--- config.mk ---
export PLATFORM = sky130hd
export DESIGN_NAME = qsfp_mgmt_ctrl
export DESIGN_NICKNAME = d
export VERILOG_FILES = /design/src/rtl/qsfp_mgmt_ctrl.sv
export SDC_FILE = /design/constraint.sdc
export NUM_CORES = 1
export LEC_CHECK = 0
export ABC_AREA = 1
export CAP_MARGIN = 20
export CORE_MARGIN = 5
export CORE_UTILIZATION = 25
export DETAILED_ROUTE_END_ITERATION = 12
export PLACE_DENSITY = 0.48
export SETUP_SLACK_MARGIN = 0.3
export SYNTH_ARGS = -nofsm -noshare
export SYNTH_HDL_FRONTEND = slang
export SYNTH_SLANG_ARGS = --single-unit
--- constraint.sdc ---
create_clock -name clk -period 2 [get_ports clk]
set_input_delay 0.4 -clock clk [delete_from_list [all_inputs] [get_ports clk]]
set_output_delay 0.4 -clock clk [all_outputs]
set_load 0.05 [all_outputs]
--- src/rtl/qsfp_mgmt_ctrl.sv ---
// QSFP cage management: per-port presence debounce, ResetL/init sequencing,
// host control of ModSelL/LPMode and a sticky interrupt latch.
`timescale 1ns/1ps
module qsfp_mgmt_ctrl #(
    parameter int NUM_PORTS         = 2,
    parameter int DEBOUNCE_CYCLES   = 1024,
    parameter int RESET_HOLD_CYCLES = 256,
    parameter int INIT_WAIT_CYCLES  = 4096
) (
    input  logic                 clk,
    input  logic                 rst_n,
    input  logic [NUM_PORTS-1:0] qsfp_modprsl_ls,
    input  logic [NUM_PORTS-1:0] qsfp_intl_ls,
    output logic [NUM_PORTS-1:0] qsfp_modsell_ls,
    output logic [NUM_PORTS-1:0] qsfp_resetl_ls,
    output logic [NUM_PORTS-1:0] qsfp_lpmode_ls,
    input  logic [NUM_PORTS-1:0] modsel_req,
    input  logic [NUM_PORTS-1:0] lpmode_req,
    input  logic [NUM_PORTS-1:0] reset_req,
    input  logic [NUM_PORTS-1:0] int_clear,
    output logic [NUM_PORTS-1:0] port_ready,
    output logic [NUM_PORTS-1:0] int_pending,
    output logic [NUM_PORTS-1:0] led_present,
    output logic [NUM_PORTS-1:0] led_int
);

    localparam int MAX_AB  = (DEBOUNCE_CYCLES > RESET_HOLD_CYCLES) ? DEBOUNCE_CYCLES : RESET_HOLD_CYCLES;
    localparam int MAX_CYC = (MAX_AB > INIT_WAIT_CYCLES) ? MAX_AB : INIT_WAIT_CYCLES;
    localparam int CNT_W   = $clog2(MAX_CYC) + 1;

    localparam logic [CNT_W-1:0] DB_LAST = CNT_W'(DEBOUNCE_CYCLES - 1);
    localparam logic [CNT_W-1:0] RH_LAST = CNT_W'(RESET_HOLD_CYCLES - 1);
    localparam logic [CNT_W-1:0] IW_LAST = CNT_W'(INIT_WAIT_CYCLES - 1);

    typedef enum logic [2:0] {
        ST_ABSENT,
        ST_DEBOUNCE,
        ST_RESET_ASSERT,
        ST_INIT_WAIT,
        ST_READY
    } state_t;

    state_t           state_q [NUM_PORTS];
    state_t           state_d [NUM_PORTS];
    logic [CNT_W-1:0] cnt_q   [NUM_PORTS];
    logic [CNT_W-1:0] cnt_d   [NUM_PORTS];

    // Synchronisers hold the inverted pins so a cleared flop means "inactive".
    logic [NUM_PORTS-1:0] prs_meta_q, prs_sync_q, int_meta_q, int_sync_q;

    logic [NUM_PORTS-1:0] modsell_q, modsell_d, resetl_q, resetl_d, lpmode_q, lpmode_d;
    logic [NUM_PORTS-1:0] ready_q, ready_d, int_pend_q, int_pend_d, led_prs_q, led_prs_d;

    always_comb begin
        for (int i = 0; i < NUM_PORTS; i++) begin
            state_d[i] = state_q[i];
            cnt_d[i]   = cnt_q[i];

            // Removal is undebounced and overrides every other transition.
            if (!prs_sync_q[i]) begin
                state_d[i] = ST_ABSENT;
                cnt_d[i]   = '0;
            end else begin
                unique case (state_q[i])
                    ST_ABSENT: begin
                        state_d[i] = ST_DEBOUNCE;
                        cnt_d[i]   = '0;
                    end
                    ST_DEBOUNCE: begin
                        if (cnt_q[i] == DB_LAST) begin
                            state_d[i] = ST_RESET_ASSERT;
                            cnt_d[i]   = '0;
                        end else begin
                            cnt_d[i] = cnt_q[i] + 1'b1;
                        end
                    end
                    ST_RESET_ASSERT: begin
                        if (cnt_q[i] == RH_LAST) begin
                            state_d[i] = ST_INIT_WAIT;
                            cnt_d[i]   = '0;
                        end else begin
                            cnt_d[i] = cnt_q[i] + 1'b1;
                        end
                    end
                    ST_INIT_WAIT: begin
                        if (reset_req[i]) begin
                            state_d[i] = ST_RESET_ASSERT;
                            cnt_d[i]   = '0;
                        end else if (cnt_q[i] == IW_LAST) begin
                            state_d[i] = ST_READY;
                            cnt_d[i]   = '0;
                        end else begin
                            cnt_d[i] = cnt_q[i] + 1'b1;
                        end
                    end
                    ST_READY: begin
                        if (reset_req[i]) begin
                            state_d[i] = ST_RESET_ASSERT;
                            cnt_d[i]   = '0;
                        end
                    end
                    default: begin
                        state_d[i] = ST_ABSENT;
                        cnt_d[i]   = '0;
                    end
                endcase
            end

            resetl_d[i]   = (state_q[i] == ST_INIT_WAIT) || (state_q[i] == ST_READY);
            lpmode_d[i]   = (state_q[i] == ST_READY) ? lpmode_req[i] : 1'b1;
            modsell_d[i]  = !((state_q[i] == ST_READY) && modsel_req[i]);
            ready_d[i]    = (state_q[i] == ST_READY);
            led_prs_d[i]  = (state_q[i] == ST_RESET_ASSERT) || (state_q[i] == ST_INIT_WAIT) ||
                            (state_q[i] == ST_READY);
            // New interrupt beats a same-cycle clear; the latch drops outside READY.
            int_pend_d[i] = (state_q[i] == ST_READY) ?
                            (int_sync_q[i] | (int_pend_q[i] & ~int_clear[i])) : 1'b0;
        end
    end

    always_ff @(posedge clk or negedge rst_n) begin
        if (!rst_n) begin
            for (int i = 0; i < NUM_PORTS; i++) begin
                state_q[i] <= ST_ABSENT;
                cnt_q[i]   <= '0;
            end
            prs_meta_q <= '0;
            prs_sync_q <= '0;
            int_meta_q <= '0;
            int_sync_q <= '0;
            modsell_q  <= '1;
            resetl_q   <= '0;
            lpmode_q   <= '1;
            ready_q    <= '0;
            int_pend_q <= '0;
            led_prs_q  <= '0;
        end else begin
            for (int i = 0; i < NUM_PORTS; i++) begin
                state_q[i] <= state_d[i];
                cnt_q[i]   <= cnt_d[i];
            end
            prs_meta_q <= ~qsfp_modprsl_ls;
            prs_sync_q <= prs_meta_q;
            int_meta_q <= ~qsfp_intl_ls;
            int_sync_q <= int_meta_q;
            modsell_q  <= modsell_d;
            resetl_q   <= resetl_d;
            lpmode_q   <= lpmode_d;
            ready_q    <= ready_d;
            int_pend_q <= int_pend_d;
            led_prs_q  <= led_prs_d;
        end
    end

    assign qsfp_modsell_ls = modsell_q;
    assign qsfp_resetl_ls  = resetl_q;
    assign qsfp_lpmode_ls  = lpmode_q;
    assign port_ready      = ready_q;
    assign int_pending     = int_pend_q;
    assign led_present     = led_prs_q;
    assign led_int         = int_pend_q;

endmodule

==> impl_metrics.tcl, run 1 <==
set metrics [dict create \
    path_class "reg -> out" \
    finalInstanceArea_um2 3330 \
    setup_viol 0 \
    vias_per_cell 4.35 \
    postRouteAntennaNets 0 \
    yosys-top-cells-area "dfrtp_1 44%, nand2_1 14%, nand3_1 5.0%" \
    worstPathArrival_ns 1.21 \
    synth_cell_types 31 \
    peakVddDrop_mv 0.384 \
    crit_buf_inv 1 \
    fmax_ghz 0.619 \
    grt_pass1_wl_um 9820 \
    path_clk_slew_ns 0.10 \
    cts_buffers 5 \
    drive_gt1_share_pct 18.1 \
    clock_skew_ns 0.00656 \
    synth_commonest_cells "103 x nand2_1, 48 x dfrtp_1, 33 x inv_1, 33 x nor2_1, 27 x nand3_1" \
    num_antenna_cells 0 \
    synth_ff_type "dfrtp_1" \
    drc_errors 0 \
    insertion_delay_ns 0.31 \
    place.gp.congestion 0.816 \
    layout_min_cycle_time_ns 1.61 \
    p_sw_w 0.00103 \
    grt_pass1_vias 2164 \
    p_sw_share_pct 37.4 \
    synth.most_common_cell "nand2_1" \
    cts.path.max_buffers 2 \
    drv_slew 0 \
    clkPwrFrac_pct 23.2 \
    slowest_delay_ns 0.53 \
    ctsHtreeMaxLevel 2 \
    crit_path_end_kind "output pin" \
    rsz0062_at_grt "yes" \
    share_comb_of_total_power_pct 31.7 \
    fin_total_pwr_w 0.00275 \
    ys_seq_area_share_pct 48.1 \
    finalHoldViolCount 0 \
    syn2layout_area_growth_pct 22.7 \
    p_per_area_nw_per_um2 826 \
    path_max_fanout 3 \
    hpwl_um 4320 \
    place_ws_ns 0.237 \
    boundaryPins 28 \
    synth-seq-cells 52 \
    first_iter_violations 109 \
    slew_headroom_pct 67.5 \
    slowest_stage "dlygate4sd2_1" \
    route.vias.total 2289 \
    crit_required_ns 1.60 \
    initial_core_util_pct 25.3 \
    yosysWarnings 0 \
    leakagePower_nw 1.60 \
    synth_top_area_share_pct 44.2 \
    cp-start-kind "register" \
    die_x_um 114 \
    grt_max_degree 22 \
    setup_tns_ns 0 \
    totalWireLength_um 5840 \
    tightestPinTransition_ns 0.489 \
    internal-power_w 0.00172 \
    core-area_um2 10700 \
    maxCapViolCount 0 \
    dpl_cell_area_um2 3160 \
    synth_nets 360 \
    path_cells "dlygate4sd2_1" \
    cpLargestDelayFamily "buffers and inverters" \
    io_buffer_count 27 \
    synthCells 344 \
    synth-edff-count 0 \
    power_frac_seq_pct 45.2 \
    cts_root_buffer "clkbuf_8" \
    syn_area_per_cell_um2 7.90 \
    status "complete, no violations" \
    num-nets-final 401 \
    synth_largest_area_cell "dfrtp_1" \
    die_area_um2 13000 \
    firstDrtPassIters 5 \
    die_h_um 114 \
    core.rowCount 38 \
    tritoncts "done" \
    hold_class "in -> async" \
    grt_usage_pct 9.12 \
    async_flop_share_pct 100 \
    setup_ws_ns 0.386 \
    num-fill-cells 1142 \
    routedWlPerCell_um 11.1 \
    overflow 0 \
    antenna_found_initial 0 \
    syn_area_um2 2720 \
    period_share_pct 80.7 \
    cts.sinks 52 \
]
==> through the flow <==
step / hold slack [ns] / util (%) / std cells
6_report: 0.0278 / 31.0 / 526
5_1_grt: 0.0630 / 31.0 / 526
4_1_cts: 0.0387 / 30.3 / 521
3_5_place_dp: 0.337 / 29.4 / 513
3_3_place_gp: 0.333 / 29.4 / 513
2_1_floorplan: 0.104 / - / 344
==> layout by cell type, fill, tap and decap left out, types with 8 or more instances in the layout <==
| master | instances |
|---|---|
| dfrtp_1 | 46 |
| nand2_2 | 12 |
| a21oi_1 | 15 |
| inv_1 | 32 |
| nand3_1 | 26 |
| buf_4 | 13 |
| nand4_1 | 8 |
| nor3_1 | 10 |
| nand2_1 | 100 |
| nor2_1 | 33 |
| clkdlybuf4s50_1 | 12 |
| dlygate4sd2_1 | 10 |
==> final timing paths <==
kind                                 from           endpoint  slack, ns  cells past startpoint
max                        int_pending[0]     int_pending[0]       0.39                      1
max reg2reg                      cnt_q[0]         state_q[0]       0.41                     12
min                                 rst_n      port_ready[0]       0.03                      1
max in group asynchronous           rst_n  qsfp_lpmode_ls[1]       1.30                      2
min reg2reg                 prs_meta_q[1]      prs_sync_q[1]       0.36                      0
min in group clk            prs_meta_q[1]      prs_sync_q[1]       0.36                      0
==> cell type report <==
cell class	instances	area, µm²	area share (%)
timing repair buffer	36	310	9.31
tap	140	175	5.26
inverter	39	148	4.43
sequential	52	1310	39.3
clock buffer	6	82.6	2.48
clock inverter	2	15.0	0.451
multi-input combinational	251	1290	38.8
==> state kept, by name (all words and copies together), names as in the netlist <==
register	count
led_present	2
int_pending	2
int_sync_q	2
port_ready	2
qsfp_resetl_ls	2
int_meta_q	2
prs_meta_q	2
qsfp_modsell_ls	2
state_q	6
cnt_q	26
qsfp_lpmode_ls	2
prs_sync_q	2
==> power by group through the flow <==
| stage | logic, W | registers [W] | clock network, W |
|---|---|---|---|
| 4_1_cts | 0.000807 | 0.00124 | 0.000678 |
| 3_5_place_dp | 0.000806 | 0.00126 | 0 |
| 2_1_floorplan | 0.000471 | 0.00134 | 0 |
| 5_1_grt | 0.000971 | 0.00126 | 0.000709 |
| 6_report | 0.000872 | 0.00124 | 0.000638 |
| 3_3_place_gp | 0.000812 | 0.00126 | 0 |
==> per-layer routing <==
metal / track usage, % / up-vias / part of all wire, %
li1: - / 1186 / -
met1: 11.9 / 1058 / 48
met2: 15.1 / 41 / 46
met3: 1.85 / 4 / 4.4
met4: 3.09 / 0 / 1.3
met5: 0 / - / 0
==> logic make-up after synthesis <==
logic type / count (synthesis) / share of synthesized area, %
buffers and inverters: 42 / 6.17
and+or+nand+nor: 207 / 35.2
AOI/OAI and AO/OA: 33 / 7.00
adders and majority gates: 2 / 0.921
xor gates and xnor gates: 8 / 2.58
DFF: 52 / 48.1
==> what timing repair did <==
item,4_1_cts,5_1_grt
pin swaps,0,3
resized for setup,12,11
setup buffers,0,4
hold buffers,0,0
setup endpoints to repair,19,32
cloned,0,1
Note: power is estimated with default switching activity, not from simulation.
==> inputs of run 2 (changes only) <==
--- a/config.mk
+++ b/config.mk
@@ -10,7 +10,7 @@
 export CORE_MARGIN = 5
 export CORE_UTILIZATION = 25
 export DETAILED_ROUTE_END_ITERATION = 12
-export PLACE_DENSITY = 0.48
+export PLACE_DENSITY = 0.49
 export SETUP_SLACK_MARGIN = 0.3
 export SYNTH_ARGS = -nofsm -noshare
 export SYNTH_HDL_FRONTEND = slang
==> constraint.sdc (replaced) <==
create_clock -name clk -period 1.35 [get_ports clk]
set_input_delay 0.27 -clock clk [delete_from_list [all_inputs] [get_ports clk]]
set_output_delay 0.27 -clock clk [all_outputs]
set_load 0.05 [all_outputs]
==> run 2 against run 1 <==
Against the previous run:
- the run now ends with negative setup slack left
- routed wire length rose by 15%
- design area up 28%
- critical endpoint is now state_q[4]
- sequential power up 52%
- worst hold slack improved by 0.33 ns
- non-clock buffer count grew 73
- largest power group is now combinational cells
- critical path type is now reg -> reg
- clock-buffer cell count is 1 lower
- critical path depth increased by 8
- global-route usage up 1.9 points
- core utilization is 8.7 points higher
- cell count grew 14%
==> impl_metrics.tcl, run 2 (synthesized netlist as in run 1, its figures left out) <==
set metrics [dict create \
    status "finished with violations" \
    violations "negative setup slack" \
    use_met1_pct 13.4 \
    die_x_um 114 \
    slowest_stage "dfrtp_1" \
    mostFrequentLayoutCells "88 x nand2_1, 70 x buf_4, 42 x dfrtp_1" \
    place.gp.congestion 0.843 \
    hpwl_um 4890 \
    path_max_fanout 7 \
    crit_path_frequent_cell "nand2_1" \
    route.vias.total 2555 \
    rr_worst_depth 9 \
    dpl_cell_area_um2 3860 \
    p_per_area_nw_per_um2 1170 \
    cts.path.max_buffers 2 \
    num_antenna_cells 0 \
    layout_min_cycle_time_ns 1.54 \
    finalHoldViolCount 0 \
    clock_skew_ns 0.00738 \
    firstDrtPassIters 4 \
    setup_viol 32 \
    totalWireLength_um 6730 \
    rsz0062_at_grt "yes" \
    cpLargestDelayFamily "simple AND/OR/NAND/NOR gates" \
    globalRoute.busiestLayer "met2" \
    fmax_ghz 0.649 \
    reg_top3 "cnt_q (26), state_q (6)" \
    die_h_um 114 \
    cts_root_buffer "clkbuf_8" \
    rr_startpoint "cnt_q[13]" \
    grt_use_met3_pct 1.85 \
    crit_path_end_kind "register" \
    grt_max_degree 53 \
    largest_reg_flops 26 \
    path_clk_slew_ns 0.10 \
    hold_class "reg -> reg" \
    grt_pass1_wl_um 11700 \
    cts_buffers 5 \
    setup_tns_ns -4.37 \
    worstPathArrival_ns 1.80 \
    setup_ws_ns -0.191 \
    first_iter_violations 93 \
    path_cells "ha_2 -> nand3_2 -> nor2_4 -> nand2_1 -> nand3b_1 -> nand2_4 -> nor2_4 -> nand2_1 -> nand2_1" \
    grt_usage_pct 11.0 \
    slowest_delay_ns 0.37 \
    routedWlPerCell_um 11.2 \
    initial_core_util_pct 25.3 \
    overflow 0 \
    num-fill-cells 1088 \
    slew_headroom_pct 71.1 \
    period_share_pct 114 \
    use_met2_pct 19.3 \
    crit_buf_inv 0 \
    path_class "reg -> reg" \
    boundaryPins 28 \
    num-nets-final 474 \
    finalInstanceArea_um2 4270 \
    grt_pass1_vias 2542 \
    core.rowCount 38 \
    final_common_cell "nand2_1" \
    peakVddDrop_mv 0.696 \
    crit_start "cnt_q[13]" \
    maxCapViolCount 0 \
    drv_slew 0 \
    insertion_delay_ns 0.32 \
    rrSetupSlack_ns -0.19 \
    path_depth 9 \
    postRouteAntennaNets 0 \
    crit_end "state_q[4]" \
    antenna_found_initial 0 \
    io_buffer_count 27 \
    die_area_um2 13000 \
    drive_gt1_share_pct 40.5 \
    cts.sinks 52 \
    vias_per_cell 4.27 \
    core-area_um2 10700 \
    r2r_end "state_q[4]" \
    cp-start-kind "register" \
    tritoncts "done" \
    crit_required_ns 1.60 \
    drc_errors 0 \
    tightestPinTransition_ns 0.429 \
    leakagePower_nw 2.04 \
    syn2layout_area_growth_pct 57.3 \
    max_flop_register "cnt_q" \
    ctsHtreeMaxLevel 2 \
]
[run 2: cell type report]
type	count	area, µm²	share of cell area [%]
tap	140	175	4.10
sequential	52	1310	30.8
clock inverter	3	42.5	0.996
timing repair buffer	109	1070	25.1
clock buffer	5	68.8	1.61
inverter	39	148	3.46
multi-input combinational	251	1450	33.9
[run 2: worst register-to-register path: cells and delay by family (launching register included)]
kind | cells | cell delay [ns]
fa+ha+maj | 1 | 0.20
flops | 1 | 0.37
simple gates | 8 | 0.91
[run 2: what timing repair did]
item / CTS / global route
endpoints found under the setup margin: 52 / 54
pin swaps: 17 / 7
buffers inserted: 8 / 2
hold buffers: 1 / 0
cloned: 1 / 0
hold endpoints to repair: 48 / 0
resized for setup: 43 / 17
[run 2: per-stage QoR]
step	hold WS [ns]	setup WS [ns]	power, W	instances	utilization [%]
3_3_place_gp	0.286	-0.188	0.00356	579	35.9
2_1_floorplan	-0.0256	-0.149	0.00275	344	-
4_1_cts	0.363	-0.191	0.00497	597	39.1
6_report	0.356	-0.191	0.00502	599	39.8
5_1_grt	0.364	-0.322	0.00533	599	39.8
3_5_place_dp	0.290	-0.231	0.00358	579	35.9
[run 2: power by group]
part	total, W	switching (W)	internal, W
sequential	0.00188	0.000169	0.00171
combinational	0.00203	0.00109	0.000938
clock	0.00111	0.000556	0.000549
[run 2: routing by layer]
metal  up-vias  wire length (µm)
met5         -                 0
met3         8               213
met2        33              3260
li1       1332                 -
met4         0               128
met1      1182              3130
[run 2: worst min-delay path by stage]
stage,cells past startpoint,endpoint,start
2_1_floorplan,0,cnt_q[0],rst_n
3_3_place_gp,2,cnt_q[7],rst_n
3_5_place_dp,2,cnt_q[7],rst_n
4_1_cts,0,int_sync_q[1],int_meta_q[1]
5_1_grt,0,int_sync_q[1],int_meta_q[1]
6_report,0,int_sync_q[1],int_meta_q[1]
==> inputs of run 3 (changes only) <==
--- a/config.mk
+++ b/config.mk
@@ -7,11 +7,14 @@
 export LEC_CHECK = 0
 export ABC_AREA = 1
 export CAP_MARGIN = 20
+export CELL_PAD_IN_SITES_DETAIL_PLACEMENT = 0
+export CELL_PAD_IN_SITES_GLOBAL_PLACEMENT = 1
 export CORE_MARGIN = 5
 export CORE_UTILIZATION = 25
 export DETAILED_ROUTE_END_ITERATION = 12
-export PLACE_DENSITY = 0.49
+export PLACE_DENSITY_LB_ADDON = 0.1
 export SETUP_SLACK_MARGIN = 0.3
+export SKIP_CTS_REPAIR_TIMING = 1
 export SYNTH_ARGS = -nofsm -noshare
 export SYNTH_HDL_FRONTEND = slang
 export SYNTH_SLANG_ARGS = --single-unit
==> run 3 against run 2 <==
Against the previous run:
- the run still ends with negative setup slack left
- setup slack got worse by 0.0060 ns
- maximum frequency decreased by 0.38%
- critical path type unchanged
- core utilization about the same
- sequential power about the same
- clock skew decreased by 0.0037 ns
- via count increased by 0.63%
- combinational power decreased by 4%
==> impl_metrics.tcl, run 3 (synthesized netlist as in run 1, its figures left out) <==
set metrics [dict create \
    maxCapViolCount 0 \
    cts_root_buffer "clkbuf_8" \
    hpwl_um 5610 \
    crit_end "cnt_q[2]" \
    reg_top3 "cnt_q (26), state_q (6)" \
    cts.path.max_buffers 2 \
    antenna_found_initial 0 \
    die_h_um 114 \
    routedWlPerCell_um 12.3 \
    status "finished with violations" \
    max_flop_register "cnt_q" \
    finalInstanceArea_um2 4280 \
    cts.sinks 52 \
    rrSetupSlack_ns -0.20 \
    crit_path_end_kind "register" \
    route.vias.total 2571 \
    grt_pass1_vias 2519 \
    num-nets-final 478 \
    grt_max_degree 53 \
    drv_slew 0 \
    p_per_area_nw_per_um2 1240 \
    totalWireLength_um 7430 \
    cp-start-kind "register" \
    first_iter_violations 99 \
    mostFrequentLayoutCells "90 x nand2_1, 79 x buf_4, 43 x dfrtp_1" \
    core.rowCount 38 \
    drc_errors 0 \
    firstDrtPassIters 4 \
    holdWs_ns 0.355 \
    fmax_ghz 0.646 \
    grt_usage_pct 11.5 \
    slowest_stage "dfrtp_1" \
    path_clk_slew_ns 0.10 \
    overflow 0 \
    setup_viol 32 \
    ctsHtreeMaxLevel 2 \
    boundaryPins 28 \
    cts_buffers 5 \
    num_antenna_cells 0 \
    num-fill-cells 1136 \
    drive_gt1_share_pct 39.3 \
    rr_startpoint "cnt_q[1]" \
    crit_start "cnt_q[1]" \
    peakVddDrop_mv 0.485 \
    rsz0062_at_grt "yes" \
    path_max_fanout 8 \
    fin_total_pwr_w 0.00530 \
    vias_per_cell 4.26 \
    place_ws_ns -0.266 \
    grt_pass1_wl_um 12000 \
    die_area_um2 13000 \
    tritoncts "done" \
    period_share_pct 115 \
    final_common_cell "nand2_1" \
    initial_core_util_pct 25.3 \
    largest_reg_flops 26 \
    syn2layout_area_growth_pct 57.4 \
    path_cells "ha_2 -> nand2_2 -> nor2_4 -> nand4_1 -> nand2_2 -> nand3_4 -> nand2_4 -> o21ai_2" \
    r2r_end "cnt_q[2]" \
    setup_ws_ns -0.197 \
    place.gp.congestion 0.757 \
    violations "negative setup slack" \
    crit_required_ns 1.56 \
    tightestPinTransition_ns 0.381 \
    finalHoldViolCount 0 \
    dpl_cell_area_um2 3940 \
    core-area_um2 10700 \
    path_class "reg -> reg" \
    io_buffer_count 27 \
    leakagePower_nw 2.09 \
    clock_skew_ns 0.00368 \
    postRouteAntennaNets 0 \
    die_x_um 114 \
    hold_class "reg -> reg" \
    worstPathArrival_ns 1.76 \
    layout_min_cycle_time_ns 1.55 \
    slowest_delay_ns 0.37 \
    insertion_delay_ns 0.31 \
    rr_worst_depth 8 \
    crit_path_frequent_cell "nand2_2" \
    slew_headroom_pct 74.3 \
]
## run 3: layout make-up
| type | instances | area (µm²) | area share (%) |
|---|---|---|---|
| multi-input combinational | 251 | 1400 | 32.7 |
| clock inverter | 3 | 90.1 | 2.11 |
| tap | 140 | 175 | 4.10 |
| inverter | 39 | 149 | 3.48 |
| clock buffer | 5 | 68.8 | 1.61 |
| timing repair buffer | 113 | 1080 | 25.4 |
| sequential | 52 | 1310 | 30.7 |
## run 3: where the power goes
part	internal, W	leakage, nW	switching (W)
logic	0.000895	1.33	0.00106
registers	0.00171	0.679	0.000156
clock network	0.000927	0.0784	0.000551
## run 3: how the worst min path moves through the flow
stage,cells after the start,endpoint,start
finish,0,int_sync_q[0],int_meta_q[0]
global route,0,int_sync_q[0],int_meta_q[0]
CTS,2,port_ready[1],rst_n
detailed placement,2,port_ready[1],rst_n
global placement,2,qsfp_resetl_ls[1],rst_n
floorplan,0,cnt_q[0],rst_n
## run 3: per-stage QoR
step / util, % / std cells / setup TNS, ns
floorplan: - / 344 / -1.66
global placement: 36.6 / 589 / -6.40
detailed placement: 36.6 / 589 / -6.96
CTS: 38.1 / 597 / -6.23
global route: 39.8 / 603 / -8.61
finish: 39.8 / 603 / -4.65
## run 3: critical path: cells and delay by family (launching register included)
family	cells	cell delay [ns]
adder cells (fa/ha/maj)	1	0.19
AND/OR/NAND/NOR	6	0.85
AO/OA/AOI/OAI	1	0.05
flip-flops	1	0.37
## run 3: metal layers
| metal | up-vias | share of wire, % | track usage [%] |
|---|---|---|---|
| met1 | 1187 | 48 | 15.9 |
| met5 | - | 0 | 0 |
| met4 | 0 | 1.1 | 3.17 |
| met3 | 7 | 4.6 | 2.75 |
| met2 | 43 | 46 | 18.0 |
| li1 | 1334 | - | - |
